$ cat config.mk
export PLATFORM = sky130hd
export DESIGN_NAME = multiplier
export DESIGN_NICKNAME = d
export VERILOG_FILES = /design/src/rtl/multiplier.sv
export SDC_FILE = /design/constraint.sdc
export NUM_CORES = 1
export LEC_CHECK = 0
export BUFFER_PORTS_ARGS = -buffer_cell sky130_fd_sc_hd__buf_2
export CAP_MARGIN = 10
export CORE_ASPECT_RATIO = 1.75
export CORE_MARGIN = 5
export CORE_UTILIZATION = 60
export CTS_BUF_LIST = sky130_fd_sc_hd__clkbuf_4
export DETAILED_ROUTE_END_ITERATION = 10
export HOLD_SLACK_MARGIN = 0.05
export PLACE_DENSITY_LB_ADDON = 0.3
export SYNTH_ARGS = -nofsm -noshare
export SYNTH_HDL_FRONTEND = slang
export SYNTH_SLANG_ARGS = --single-unit
$ cat constraint.sdc
create_clock -name clk -period 7 [get_ports clk]
set_clock_uncertainty 0.05 [all_clocks]
set_input_delay 0 -clock clk [delete_from_list [all_inputs] [get_ports clk]]
set_output_delay 0 -clock clk [all_outputs]
set_load 0.05 [all_outputs]
$ cat src/rtl/multiplier.sv
// ============================================================================
//  Module   : multiplier
//  Purpose  : 32x32 unsigned serial-parallel shift-and-add multiplier, 64-bit
//             product after 32 iterations, with a start/done handshake.
//  Revision : 1.0  initial release
// ============================================================================
`default_nettype none

module multiplier (
    input  logic        clk,
    input  logic        rst,
    input  logic [31:0] MP,
    input  logic [31:0] MC,
    input  logic        start,
    output logic [63:0] P,
    output logic        done
);

    typedef enum logic [1:0] {
        IDLE = 2'd0,
        BUSY = 2'd1,
        DONE = 2'd2
    } state_t;

    localparam logic [4:0] LAST_COUNT = 5'd31;

    state_t      state;
    state_t      state_next;

    logic [31:0] mp_sr;
    logic [31:0] mc_reg;
    logic [63:0] acc;
    logic [4:0]  count;

    logic [32:0] sum;
    logic [63:0] acc_next;
    logic        accept;
    logic        last_iter;

    // Upper half plus (MC or 0); the 33rd bit is the carry that the shift
    // brings back into the top of the partial product.
    always_comb begin
        sum       = {1'b0, acc[63:32]} + {1'b0, (mp_sr[0] ? mc_reg : 32'd0)};
        acc_next  = {sum, acc[31:1]};
        accept    = (state != BUSY) && start;
        last_iter = (state == BUSY) && (count == LAST_COUNT);
    end

    always_ff @(posedge clk or posedge rst) begin
        if (rst) begin
            state <= IDLE;
        end else begin
            state <= state_next;
        end
    end

    always_comb begin
        state_next = state;
        case (state)
            IDLE: if (start) state_next = BUSY;
            BUSY: if (count == LAST_COUNT) state_next = DONE;
            DONE: if (start) state_next = BUSY;
            default: state_next = IDLE;
        endcase
    end

    // P is only written at the completion edge, so it keeps the previous
    // result for the whole BUSY period.
    always_ff @(posedge clk or posedge rst) begin
        if (rst) begin
            mp_sr  <= 32'd0;
            mc_reg <= 32'd0;
            acc    <= 64'd0;
            count  <= 5'd0;
            P      <= 64'd0;
            done   <= 1'b0;
        end else if (accept) begin
            mp_sr  <= MP;
            mc_reg <= MC;
            acc    <= 64'd0;
            count  <= 5'd0;
            done   <= 1'b0;
        end else if (state == BUSY) begin
            acc   <= acc_next;
            mp_sr <= {1'b0, mp_sr[31:1]};
            count <= count + 5'd1;
            if (last_iter) begin
                P    <= acc_next;
                done <= 1'b1;
            end
        end
    end

endmodule

`default_nettype wire

Word level (Yosys, flattened, before mapping). Index checks and enable logic that the tools add are counted.

Bitwise logic cells: 1. Equality and inequality tests: 6. Add/sub/neg operators: 2. Mux-type cells: 13. Reductions and logical operators: 9.

Operators with widths (count): 64-bit 2-to-1 mux (2); 32-bit 2-to-1 mux (3); 32-bit by 32-bit adder with 33-bit output (1); 5-bit 2-to-1 mux (2); 5-bit by 1-bit adder with 5-bit output (second input constant) (1); 5-bit == test (second input constant) (1); 2-bit 2-to-1 mux (2); 2-bit by 1-bit != test with 1-bit output (second input constant) (2); 2-bit case mux with 2 select lines (1); 2-bit AND reduction (2); 2-bit nonzero test (2); 1-bit 2-to-1 mux (3); 3-bit AND reduction (1); 2-bit by 1-bit == test with 1-bit output (second input constant) (1); 2-bit == test (second input constant) (1); 1-bit logical AND (2); 2-bit zero test (1); 2-bit != test (second input constant) (1); 2-bit OR reduction (1); 1-bit NOT (1).

Word-level logic and storage cells: 38. Bits in registers: 200. Output and inout bits: 65. Input port bits: 67.

Depth between registers and ports, before layout. Gate-level depths: netlist of the first run.

Depth in word-level cells: 5. Mapped depth: 11. Depth with buffers taken out: 11.

Least setup slack after synthesis of the first run. No wires, ideal clock.

Kind: register -> register. Start point: register mp_sr[0]. End point: register P[57]. Library setup time: 131 ps. Cell stages (with the launch flop): 12. Arrival: 2548 ps. Clock period less this slack: 2729 ps. Path buffers: 0. Data required time: 6819 ps. Slack: 4271 ps. Cells stage by stage: dfrtp_1 and2_1 ha_1 fa_1 a21oi_1 o21ai_0 o21ai_1 a21boi_1 o21ai_1 a21bo_1 a2111oi_0 or3_1.

Cells in the longest elaborated chain, start to end: 2.

RTL lines: start, declared (line 30) `logic [31:0] mp_sr;`; start signal, assigned (line 85) `mp_sr <= {1'b0, mp_sr[31:1]};`; 32-bit 2-to-1 mux (line 43) `sum = {1'b0, acc[63:32]} + {1'b0, (mp_sr[0] ? mc_reg : 32'd0)};`; 32-bit by 32-bit adder with 33-bit output (line 43); end signal, assigned (line 88) `P <= acc_next;`; end, declared (line 15) `output logic [63:0] P,`.

Every way passes these cells. A chain may end at the register's enable or synchronous reset.

Final worst setup path of the first run.
Start point: register mp_sr[0]. End point: register acc[57].

Cells in the longest elaborated chain, start to end: 4.

RTL lines: 32-bit 2-to-1 mux (line 43); 32-bit by 32-bit adder with 33-bit output (line 43); 64-bit 2-to-1 mux (line 83) `end else if (state == BUSY) begin`; 64-bit 2-to-1 mux (line 77) `end else if (accept) begin`; end signal, assigned (line 84) `acc <= acc_next;`; end, declared (line 32) `logic [63:0] acc;`.

Every way passes these cells. The select of a mux whose other input is x is not followed.

==> summary.txt, run 1 <==
average instance area after synthesis = 9.48 um2
clock-pin slew on the worst setup and hold paths = 180 ps
achievable frequency = 0.273 GHz
post-route setup TNS = 0 ps
post-DR wirelength/cell = 17.6 um
post-detailed-routing wire length = 25,000 um
worst hold-check slack = 51.4 ps
Most Frequent Cell on Critical Path = sky130_fd_sc_hd__o21ai_1
Longest Clk Path Bufs = 2
wire length of the first global-routing pass = 41,200 um
ordered list of cells on the worst path = and2_1 -> ha_1 -> fa_1 -> a21oi_1 -> o21ai_0 -> o21ai_1 -> a21boi_1 -> o21ai_1 -> a21bo_1 -> a2111oi_0 -> or3_1
DRT Pass-1 Iters = 5
required time at the worst-slack endpoint = 7430 ps
Synth Register Bits = 199
largest net degree at the start of global routing = 120
Yosys warnings = 0
critical path's largest stage delay = 780 ps
via count of the first global-routing pass = 8,515
Starting Density = 0.609
leading registers by flop count = P x64, acc x63
ranking of synthesized cells by area = sky130_fd_sc_hd__dfrtp_1, sky130_fd_sc_hd__nand2_1, sky130_fd_sc_hd__o21ai_0
Resized cells post-CTS = 0
Inserted Clock Buffers = 17
Cells after Synth = 1,025
antenna violations before repair = 2
half-perimeter wire length after detailed placement = 14,500 um
Least-Margin Pin Slew = 1050 ps
Post-Synthesis Cell Area = 0.00972 mm2
Setup WS pre-CTS = 3460 ps
Max Transition Viols Final = 0
data arrival time of the worst path = 4090 ps
total via count in the routed design = 8,250
count of boundary I/O pins = 132
setup repair after global routing missed its margin = false
count of standard-cell rows = 61
Layout area overhead = 21.0%
final-report hold violation count = 0
number of sinks handled by clock tree synthesis = 199
TritonCTS clock tree = done
type of element launching the critical path = flop
share of flip-flops with an asynchronous set or reset = 1.00
Total Die Area = 0.0189 mm2
Top Family by Delay on Critical Path = compound AO/OA/AOI/OAI gates
final critical-path share of the clock period = 0.522
Buf/Inv on CP = 0
post-synth top area share = 0.512
buffer type at the clock tree root = sky130_fd_sc_hd__clkbuf_4
Most used DFF post-synth = sky130_fd_sc_hd__dfrtp_1
pwr dens = 411 mW/mm2
post-route setup slack = 3340 ps
syn nets = 1,127
Synth cell types = 49
result of the run = finished clean
IO buf count = 131
number of enable flip-flop cells after synthesis = 0
count of placed standard cells including taps = 1,288
GRT Resource Usage Total = 0.271
Max transition margin = 0.301
maximum capacitance violations = 0
crit end category = flop
slowest cell on the critical path = sky130_fd_sc_hd__dfrtp_1
highest fanout seen on the critical path = 33
final setup fails = 0
deepest level of the CTS H-tree = 4
remaining antenna violation count after routing = 0
Peak VDD IR = 0.306 mV
number of nets in the finished design = 1,315
Worst Hold Class = input port to asynchronous set/reset pin
critical path class = flop to flop
part of the Yosys area used for sequential elements = 0.512
core region area = 0.0160 mm2
register with the most flip-flops = P
ratio of cells with drive above 1 in the final layout = 0.173
height of the die = 178 um
last weighted congestion value of the routability-driven placer = 0.894
drt drc = 0
total leakage power = 0.00596 uW
total grt overflow = 0
max FFs per register = 64
Final Total Pwr = 4830 uW
Die Width = 106 um
min cycle time layout = 3660 ps
insertion delay to the later sink of the worst-skew pair = 630 ps
non-filler cells in the finished layout = 1,417
dominant cell type by area after synthesis = sky130_fd_sc_hd__dfrtp_1
detailed router's first-iteration violation count = 509
via/cell ratio = 5.82
[report_power, final]
group,internal (uW),leakage [uW],switching [uW],total (uW)
combinational,819,0.00319,1410,2230
clock,222,0.000187,495,717
sequential,1590,0.00258,299,1890
total,2630,0.00596,2200,4830
[worst reg2reg max path, cell delays in order (launching register included)]
cell and delay [ps]:
sky130_fd_sc_hd__dfrtp_1 780, sky130_fd_sc_hd__and2_1 360, sky130_fd_sc_hd__ha_1 210, sky130_fd_sc_hd__fa_1 410, sky130_fd_sc_hd__a21oi_1 200, sky130_fd_sc_hd__o21ai_0 180, sky130_fd_sc_hd__o21ai_1 250, sky130_fd_sc_hd__a21boi_1 100
sky130_fd_sc_hd__o21ai_1 300, sky130_fd_sc_hd__a21bo_1 220, sky130_fd_sc_hd__a2111oi_0 100, sky130_fd_sc_hd__or3_1 390
[final timing paths]
kind / startpoint / cells after the start / slack, ps / end
min in group clk: start / 4 / 70 / mp_sr[23]
max: mp_sr[0] / 11 / 3340 / acc[57]
max in group asynchronous: rst / 4 / 5310 / acc[27]
max reg2reg: mp_sr[0] / 11 / 3340 / acc[57]
min reg2reg: P[13] / 2 / 440 / P[13]
min: rst / 3 / 50 / P[56]
[stage by stage]
stage / utilization / instance area, um2
6_report: 0.737 / 11800
5_1_grt: 0.737 / 11800
4_1_cts: 0.737 / 11800
3_5_place_dp: 0.655 / 10400
3_3_place_gp: 0.655 / 10400
2_1_floorplan: - / 9720
[per-layer routing]
layer  vias to the layer above  share of wire  GRT usage
li1                       3907              -          -
met1                      3982           0.39      0.325
met2                       280           0.53      0.477
met3                        81          0.044     0.0391
met4                         0          0.041      0.130
met5                         -              0          0
[layout by cell type, fill, tap and decap left out, types with 8 or more instances in the layout]
cell type                       instances
sky130_fd_sc_hd__dlygate4sd3_1         95
sky130_fd_sc_hd__dfrtp_1              199
sky130_fd_sc_hd__nor2_1                19
sky130_fd_sc_hd__and2_1                35
sky130_fd_sc_hd__o21ai_0               98
sky130_fd_sc_hd__mux2i_1               33
sky130_fd_sc_hd__ha_1                  34
sky130_fd_sc_hd__clkbuf_4              17
sky130_fd_sc_hd__xnor2_1               14
sky130_fd_sc_hd__buf_2                131
sky130_fd_sc_hd__mux2_2                33
sky130_fd_sc_hd__nand4_1               15
sky130_fd_sc_hd__nand3_1               75
sky130_fd_sc_hd__xor2_1                 9
sky130_fd_sc_hd__a21oi_1               30
sky130_fd_sc_hd__o21ai_1                8
sky130_fd_sc_hd__nand2_1              258
sky130_fd_sc_hd__a21o_1                14
[timing repair]
item | 4_1_cts | 5_1_grt
buffers inserted | 0 | 0
endpoints found under the hold margin | 182 | 0
hold buffers | 95 | 0
setup endpoints to repair | 0 | 0
[area by class of cell]
type                       instances  area, um2
clock inverter                    15        234
clock buffer                      17        128
multi-input combinational        756       4500
inverter                           8       37.5
timing repair buffer             231       1640
tap                              189        236
fill                            1138       4190
sequential                       199       4980
antenna                            2       5.00
[synth_stat cells (9+ instances only)]
cell type                  number
sky130_fd_sc_hd__xnor2_1       14
sky130_fd_sc_hd__ha_1          34
sky130_fd_sc_hd__mux2i_1       33
sky130_fd_sc_hd__nor2_1        19
sky130_fd_sc_hd__clkbuf_1      46
sky130_fd_sc_hd__a21o_1        14
sky130_fd_sc_hd__nand4_1       15
sky130_fd_sc_hd__nand2_1      259
sky130_fd_sc_hd__o21ai_0       98
sky130_fd_sc_hd__and2_1        36
sky130_fd_sc_hd__nand3_1       75
sky130_fd_sc_hd__dfrtp_1      199
sky130_fd_sc_hd__xor2_1         9
sky130_fd_sc_hd__buf_1         15
sky130_fd_sc_hd__a21oi_1       30
sky130_fd_sc_hd__mux2_2        33
[logic make-up after synthesis]
| kind of cell | count (synthesis) | synth area share |
|---|---|---|
| AO/OA/AOI/OAI | 196 | 0.122 |
| XOR/XNOR | 23 | 0.0207 |
| adder cells (fa/ha/maj) | 35 | 0.0458 |
| buffers and inverters | 70 | 0.0274 |
| flip-flops | 199 | 0.512 |
| multiplexers | 66 | 0.0722 |
| AND/OR/NAND/NOR | 436 | 0.200 |
Note: power is estimated with default switching activity, not from simulation.
==> run 2, diff against run 1 <==
Settings changed: CORE_UTILIZATION 60 to 54.
Clock period 7 ns to 3.05 ns, I/O delays scaled along.
==> summary.txt, run 2 (synthesis results as in run 1) <==
result of the run = finished clean
Max transition margin = 0.362 (+0.0608)
Worst Hold Class = input port to flop
proportion of power drawn by flip-flops and latches = 0.388 (-0.002)
max FFs per register = 64 (unchanged)
non-filler cells in the finished layout = 1,477 (+4.2%)
insertion delay to the later sink of the worst-skew pair = 600 ps (-30 ps)
final critical-path share of the clock period = 0.943 (+0.421)
required time at the worst-slack endpoint = 3460 ps (-3970 ps)
DRT Pass-1 Iters = 5 (unchanged)
Peak VDD IR = 0.583 mV (+91%)
Starting Density = 0.543 (-0.0661)
cells on worst reg2reg path = 11 (unchanged)
total via count in the routed design = 8,175 (-0.91%)
final setup fails = 0 (unchanged)
post-DR wirelength/cell = 16.2 um (-8.4%)
number of cells on the worst hold path = 3
Inserted Clock Buffers = 17 (unchanged)
Least-Margin Pin Slew = 958 ps (-91.2 ps)
GRT Resource Usage Total = 0.235 (-0.0354)
clock-pin slew on the worst setup and hold paths = 170 ps (about the same)
highest fanout seen on the critical path = 15 (-55%)
number of nets in the finished design = 1,331 (+1.2%)
type of element launching the critical path = flop
detailed router's first-iteration violation count = 581 (+14%)
post-detailed-routing wire length = 23,900 um (-4.5%)
number of inserted filler cells in the final layout = 1,513 (+33%)
remaining antenna violation count after routing = 0 (unchanged)
pwr dens = 918 mW/mm2 (+120%)
IO buf count = 131 (unchanged)
total leakage power = 0.00603 uW (+1.2%)
Layout area overhead = 23.0%
register with the most flip-flops = P
drt drc = 0 (unchanged)
Final Total Pwr = 11,000 uW (+130%)
last weighted congestion value of the routability-driven placer = 0.899 (+0.63%)
switching share of total power = 0.446 (-0.0106)
leading registers by flop count = P x64, acc x63
most used cells in the layout excluding fill and tap cells = sky130_fd_sc_hd__nand2_1, sky130_fd_sc_hd__dfrtp_1, sky130_fd_sc_hd__buf_2
half-perimeter wire length after detailed placement = 15,400 um (+6.2%)
largest net degree at the start of global routing = 100 (-17%)
critical path class = flop to flop
P_int = 6090 uW (+130%)
sw power = 4890 uW (+120%)
wire length of the first global-routing pass = 40,700 um (-1.2%)
combinational share of power = 0.479 (+0.018)
core region area = 0.0179 mm2 (+12%)
data arrival time of the worst path = 3290 ps (-800 ps)
maximum capacitance violations = 0 (unchanged)
deepest level of the CTS H-tree = 4 (unchanged)
count of placed standard cells including taps = 1,349 (+4.7%)
Total Die Area = 0.0209 mm2 (+10%)
Max Transition Viols Final = 0 (unchanged)
TritonCTS clock tree = done
Longest Clk Path Bufs = 2 (unchanged)
count of standard-cell rows = 65 (+6.6%)
number of sinks handled by clock tree synthesis = 199 (unchanged)
final-report hold violation count = 0 (unchanged)
height of the die = 187 um (+5.1%)
count of boundary I/O pins = 132 (unchanged)
min cycle time layout = 2880 ps (-780 ps)
crit end category = flop
antenna violations before repair = 1 (-1)
via count of the first global-routing pass = 8,452 (-0.74%)
ratio of cells with drive above 1 in the final layout = 0.191 (+0.0179)
leading cell type in the layout, fill and taps excluded = sky130_fd_sc_hd__nand2_1
achievable frequency = 0.348 GHz (+27%)
total grt overflow = 0 (unchanged)
via/cell ratio = 5.53 (-4.9%)
Die Width = 111 um (+4.9%)
clock power share = 0.133 (-0.015)
buffer type at the clock tree root = sky130_fd_sc_hd__clkbuf_4
-- run 2: changes by cell type in the layout (fill, tap and decap cells not counted), moves of 3 or more --
cell | before | now
sky130_fd_sc_hd__buf_4 | 5 | 19
sky130_fd_sc_hd__clkinvlp_4 | 0 | 3
sky130_fd_sc_hd__inv_12 | 3 | 0
sky130_fd_sc_hd__o21ai_2 | 1 | 4
-- run 2: power groups by stage --
stage | Sequential (uW) | Combinational (uW) | Clock, uW
final | 4260 | 5260 | 1450
after global routing | 4400 | 5860 | 1600
after CTS | 4250 | 5160 | 1500
after detailed placement | 4310 | 4960 | 0
after global placement | 4280 | 4830 | 0
after floorplan | 4860 | 3090 | 0
-- run 2: final timing paths --
check | from | endpoint | slack, ps
worst max-delay path | mp_sr[0] | P[56] | 170
worst max register to register | mp_sr[0] | P[56] | 170
worst min-delay path | MC[12] | mc_reg[12] | 110
max in group asynchronous | rst | count[1] | 1540
worst min register to register | count[3] | count[3] | 440
min in group asynchronous | rst | P[59] | 520
-- run 2: metrics by stage --
step                      setup TNS, ps  area, um2  setup WS, ps  utilization  hold WS (ps)
after floorplan                       0       9720           321            -           101
after global placement                0      10600           154        0.595          33.4
after detailed placement              0      10600          39.0        0.595          39.8
after CTS                             0      11900          17.3        0.665          53.2
after global routing              -52.7      12000         -22.8        0.668          79.8
final                                 0      12000           173        0.668           109
-- run 2: worst max-delay path: stages (launching register included) --
cell and delay (ps):
sky130_fd_sc_hd__dfrtp_1 420, sky130_fd_sc_hd__buf_4 190, sky130_fd_sc_hd__and2_1 200, sky130_fd_sc_hd__ha_1 270, sky130_fd_sc_hd__a21oi_1 280, sky130_fd_sc_hd__nor3b_4 90, sky130_fd_sc_hd__o21ai_2 180, sky130_fd_sc_hd__a31oi_4 140
sky130_fd_sc_hd__a22o_4 290, sky130_fd_sc_hd__a41oi_4 290, sky130_fd_sc_hd__xor2_1 230, sky130_fd_sc_hd__o21ai_0 110
-- run 2: routing by layer --
layer | vias up | track usage | wire, um
li1 | 3939 | - | -
met1 | 3948 | 0.282 | 9510
met2 | 217 | 0.418 | 12600
met3 | 71 | 0.0304 | 886
met4 | 0 | 0.109 | 892
met5 | - | 0 | 0
-- run 2: repair_timing --
action,in CTS,in global routing
setup endpoints to repair,0,27
hold endpoints to repair,293,0
setup buffers,0,0
gates resized for setup,0,12
hold buffers,95,0
-- run 2: final cells by class --
| class | instances | area (um2) | area share |
|---|---|---|---|
| Sequential cell | 199 | 4980 | 0.416 |
| Multi-Input combinational cell | 756 | 4560 | 0.381 |
| Timing Repair Buffer | 247 | 1790 | 0.150 |
| Tap cell | 234 | 293 | 0.0245 |
| Clock inverter | 13 | 163 | 0.0136 |
| Clock buffer | 19 | 143 | 0.0119 |
| Inverter | 8 | 33.8 | 0.00282 |
| Antenna cell | 1 | 2.50 | 0.000209 |
==> run 3, diff against run 2 <==
==> constraint.sdc (replaced) <==
create_clock -name clk -period 3.05 [get_ports clk]
set_clock_uncertainty 0.05 [all_clocks]
set_input_delay 0.61 -clock clk [delete_from_list [all_inputs] [get_ports clk]]
set_output_delay 0.61 -clock clk [all_outputs]
set_load 0.05 [all_outputs]
==> summary.txt, run 3 (synthesis results as in run 1) <==
Die Width = 111 um (unchanged)
proportion of power drawn by flip-flops and latches = 0.396 (+0.008)
total via count in the routed design = 7,790 (-4.7%)
non-filler cells in the finished layout = 1,390 (-5.9%)
leading cell type in the layout, fill and taps excluded = sky130_fd_sc_hd__nand2_1
deepest level of the CTS H-tree = 4 (unchanged)
count of placed standard cells including taps = 1,353 (+0.30%)
wire length of the first global-routing pass = 37,500 um (-7.9%)
detailed router's first-iteration violation count = 492 (-15%)
ratio of cells with drive above 1 in the final layout = 0.210 (+0.0191)
data arrival time of the worst path = 3410 ps (+120 ps)
achievable frequency = 0.341 GHz (-1.8%)
P_int = 5850 uW (-3.9%)
combinational share of power = 0.471 (-0.008)
half-perimeter wire length after detailed placement = 16,000 um (+3.6%)
max FFs per register = 64 (unchanged)
via count of the first global-routing pass = 7,742 (-8.4%)
number of sinks handled by clock tree synthesis = 199 (unchanged)
register with the most flip-flops = P
Max Transition Viols Final = 0 (unchanged)
pwr dens = 969 mW/mm2 (+5.6%)
sw power = 4860 uW (-0.58%)
last weighted congestion value of the routability-driven placer = 0.888 (-1.3%)
final-report hold violation count = 0 (unchanged)
total grt overflow = 0 (unchanged)
leading registers by flop count = P x64, acc x63
setup repair after global routing missed its margin = true
Inserted Clock Buffers = 17 (unchanged)
worst hold-check slack = 186 ps (+76.6 ps)
maximum capacitance violations = 0 (unchanged)
height of the die = 187 um (unchanged)
largest net degree at the start of global routing = 103 (+3.0%)
result of the run = finished clean
post-DR wirelength/cell = 15.9 um (-1.5%)
post-route setup TNS = 0 ps (unchanged)
drt drc = 0 (unchanged)
Max transition margin = 0.625 (+0.263)
total leakage power = 0.00569 uW (-5.7%)
Starting Density = 0.543 (unchanged)
Longest Clk Path Bufs = 2 (unchanged)
type of element launching the critical path = flop
count of boundary I/O pins = 132 (unchanged)
post-detailed-routing wire length = 22,100 um (-7.3%)
remaining antenna violation count after routing = 0 (unchanged)
insertion delay to the later sink of the worst-skew pair = 590 ps (about the same)
Total Die Area = 0.0209 mm2 (unchanged)
Least-Margin Pin Slew = 563 ps (-394 ps)
final critical-path share of the clock period = 0.961 (+0.0172)
Peak VDD IR = 0.608 mV (+4.3%)
GRT Resource Usage Total = 0.216 (-0.0194)
DRT Pass-1 Iters = 5 (unchanged)
crit end category = flop
number of nets in the finished design = 1,242 (-6.7%)
Final Total Pwr = 10,700 uW (-2.4%)
count of standard-cell rows = 65 (unchanged)
clock-pin slew on the worst setup and hold paths = 180 ps (about the same)
IO buf count = 131 (unchanged)
min cycle time layout = 2930 ps (+52.5 ps)
critical path class = flop to flop
TritonCTS clock tree = done
switching share of total power = 0.454 (+0.00838)
most used cells in the layout excluding fill and tap cells = sky130_fd_sc_hd__nand2_1, sky130_fd_sc_hd__dfrtp_1, sky130_fd_sc_hd__buf_2
core region area = 0.0179 mm2 (unchanged)
required time at the worst-slack endpoint = 3530 ps (+70 ps)
antenna violations before repair = 3 (+2)
Worst Hold Class = input port to flop
buffer type at the clock tree root = sky130_fd_sc_hd__clkbuf_4
Layout area overhead = 13.7%
clock power share = 0.133 (about the same)
final setup fails = 0 (unchanged)
via/cell ratio = 5.60 (+1.3%)
highest fanout seen on the critical path = 17 (+2)
run 3: changes by cell type in the layout (fill, tap and decap cells not counted), moves of 2 or more:
cell,change
sky130_fd_sc_hd__buf_4,+5
sky130_fd_sc_hd__clkbuf_4,-2
sky130_fd_sc_hd__clkinv_8,+2
sky130_fd_sc_hd__diode_2,+2
sky130_fd_sc_hd__dlygate4sd3_1,-94
run 3: layout make-up:
| class | instances | area, um2 |
|---|---|---|
| flip-flops and latches | 199 | 4980 |
| fillers | 1636 | 6840 |
| clock inverters | 15 | 179 |
| repair buffers | 158 | 886 |
| clock buffers | 17 | 128 |
| well taps | 234 | 293 |
| diodes | 3 | 7.51 |
| inverters | 8 | 33.8 |
| multi-input cells | 756 | 4550 |
run 3: final timing paths:
path                          start          to  slack, ps  depth (start not counted)
max                        mp_sr[0]       P[60]        120                         11
min                          MC[13]  mc_reg[13]        190                          2
max reg2reg                mp_sr[0]       P[60]        120                         11
min reg2reg                   P[23]       P[23]        440                          2
max in group asynchronous       rst    mp_sr[6]       1620                          4
min in group asynchronous       rst     acc[29]        520                          3
run 3: routing by layer:
metal	wire length, um	GRT usage	up-vias	part of all wire
met2	11600	0.381	215	0.52
met3	941	0.0314	38	0.043
met5	0	0	-	0
met1	9100	0.268	3787	0.41
met4	474	0.0806	0	0.021
li1	-	-	3750	-
run 3: stage by stage:
stage                     worst slack, ps  cell area (um2)   util
after floorplan                      -184             9720      -
after global placement                193            10700  0.596
after detailed placement              126            10700  0.596
after CTS                            81.1            11000  0.614
after global routing                -26.2            11100  0.618
final                                 120            11100  0.618
run 3: critical path, stage by stage (launching register included):
cell	delay, ps
sky130_fd_sc_hd__dfrtp_1	420
sky130_fd_sc_hd__buf_4	190
sky130_fd_sc_hd__and2_1	170
sky130_fd_sc_hd__ha_1	340
sky130_fd_sc_hd__nand2_1	120
sky130_fd_sc_hd__nor3b_4	240
sky130_fd_sc_hd__o21ai_2	110
sky130_fd_sc_hd__a31oi_4	210
sky130_fd_sc_hd__a22o_4	230
sky130_fd_sc_hd__a41oi_4	170
sky130_fd_sc_hd__or4_1	530
sky130_fd_sc_hd__nand3_1	90
run 3: power groups by stage:
stage,registers (uW),clock network [uW],logic (uW)
after floorplan,4860,0,3090
after global routing,4380,1570,5620
after global placement,4280,0,4840
final,4240,1420,5050
after detailed placement,4300,0,4970
after CTS,4250,1460,4990
run 3: repair_timing:
action                                  4_1_cts  5_1_grt
endpoints found under the setup margin        0       19
hold buffers                                  1        0
setup buffers                                 0        1
endpoints found under the hold margin        15        0
gates resized for setup                       0       12
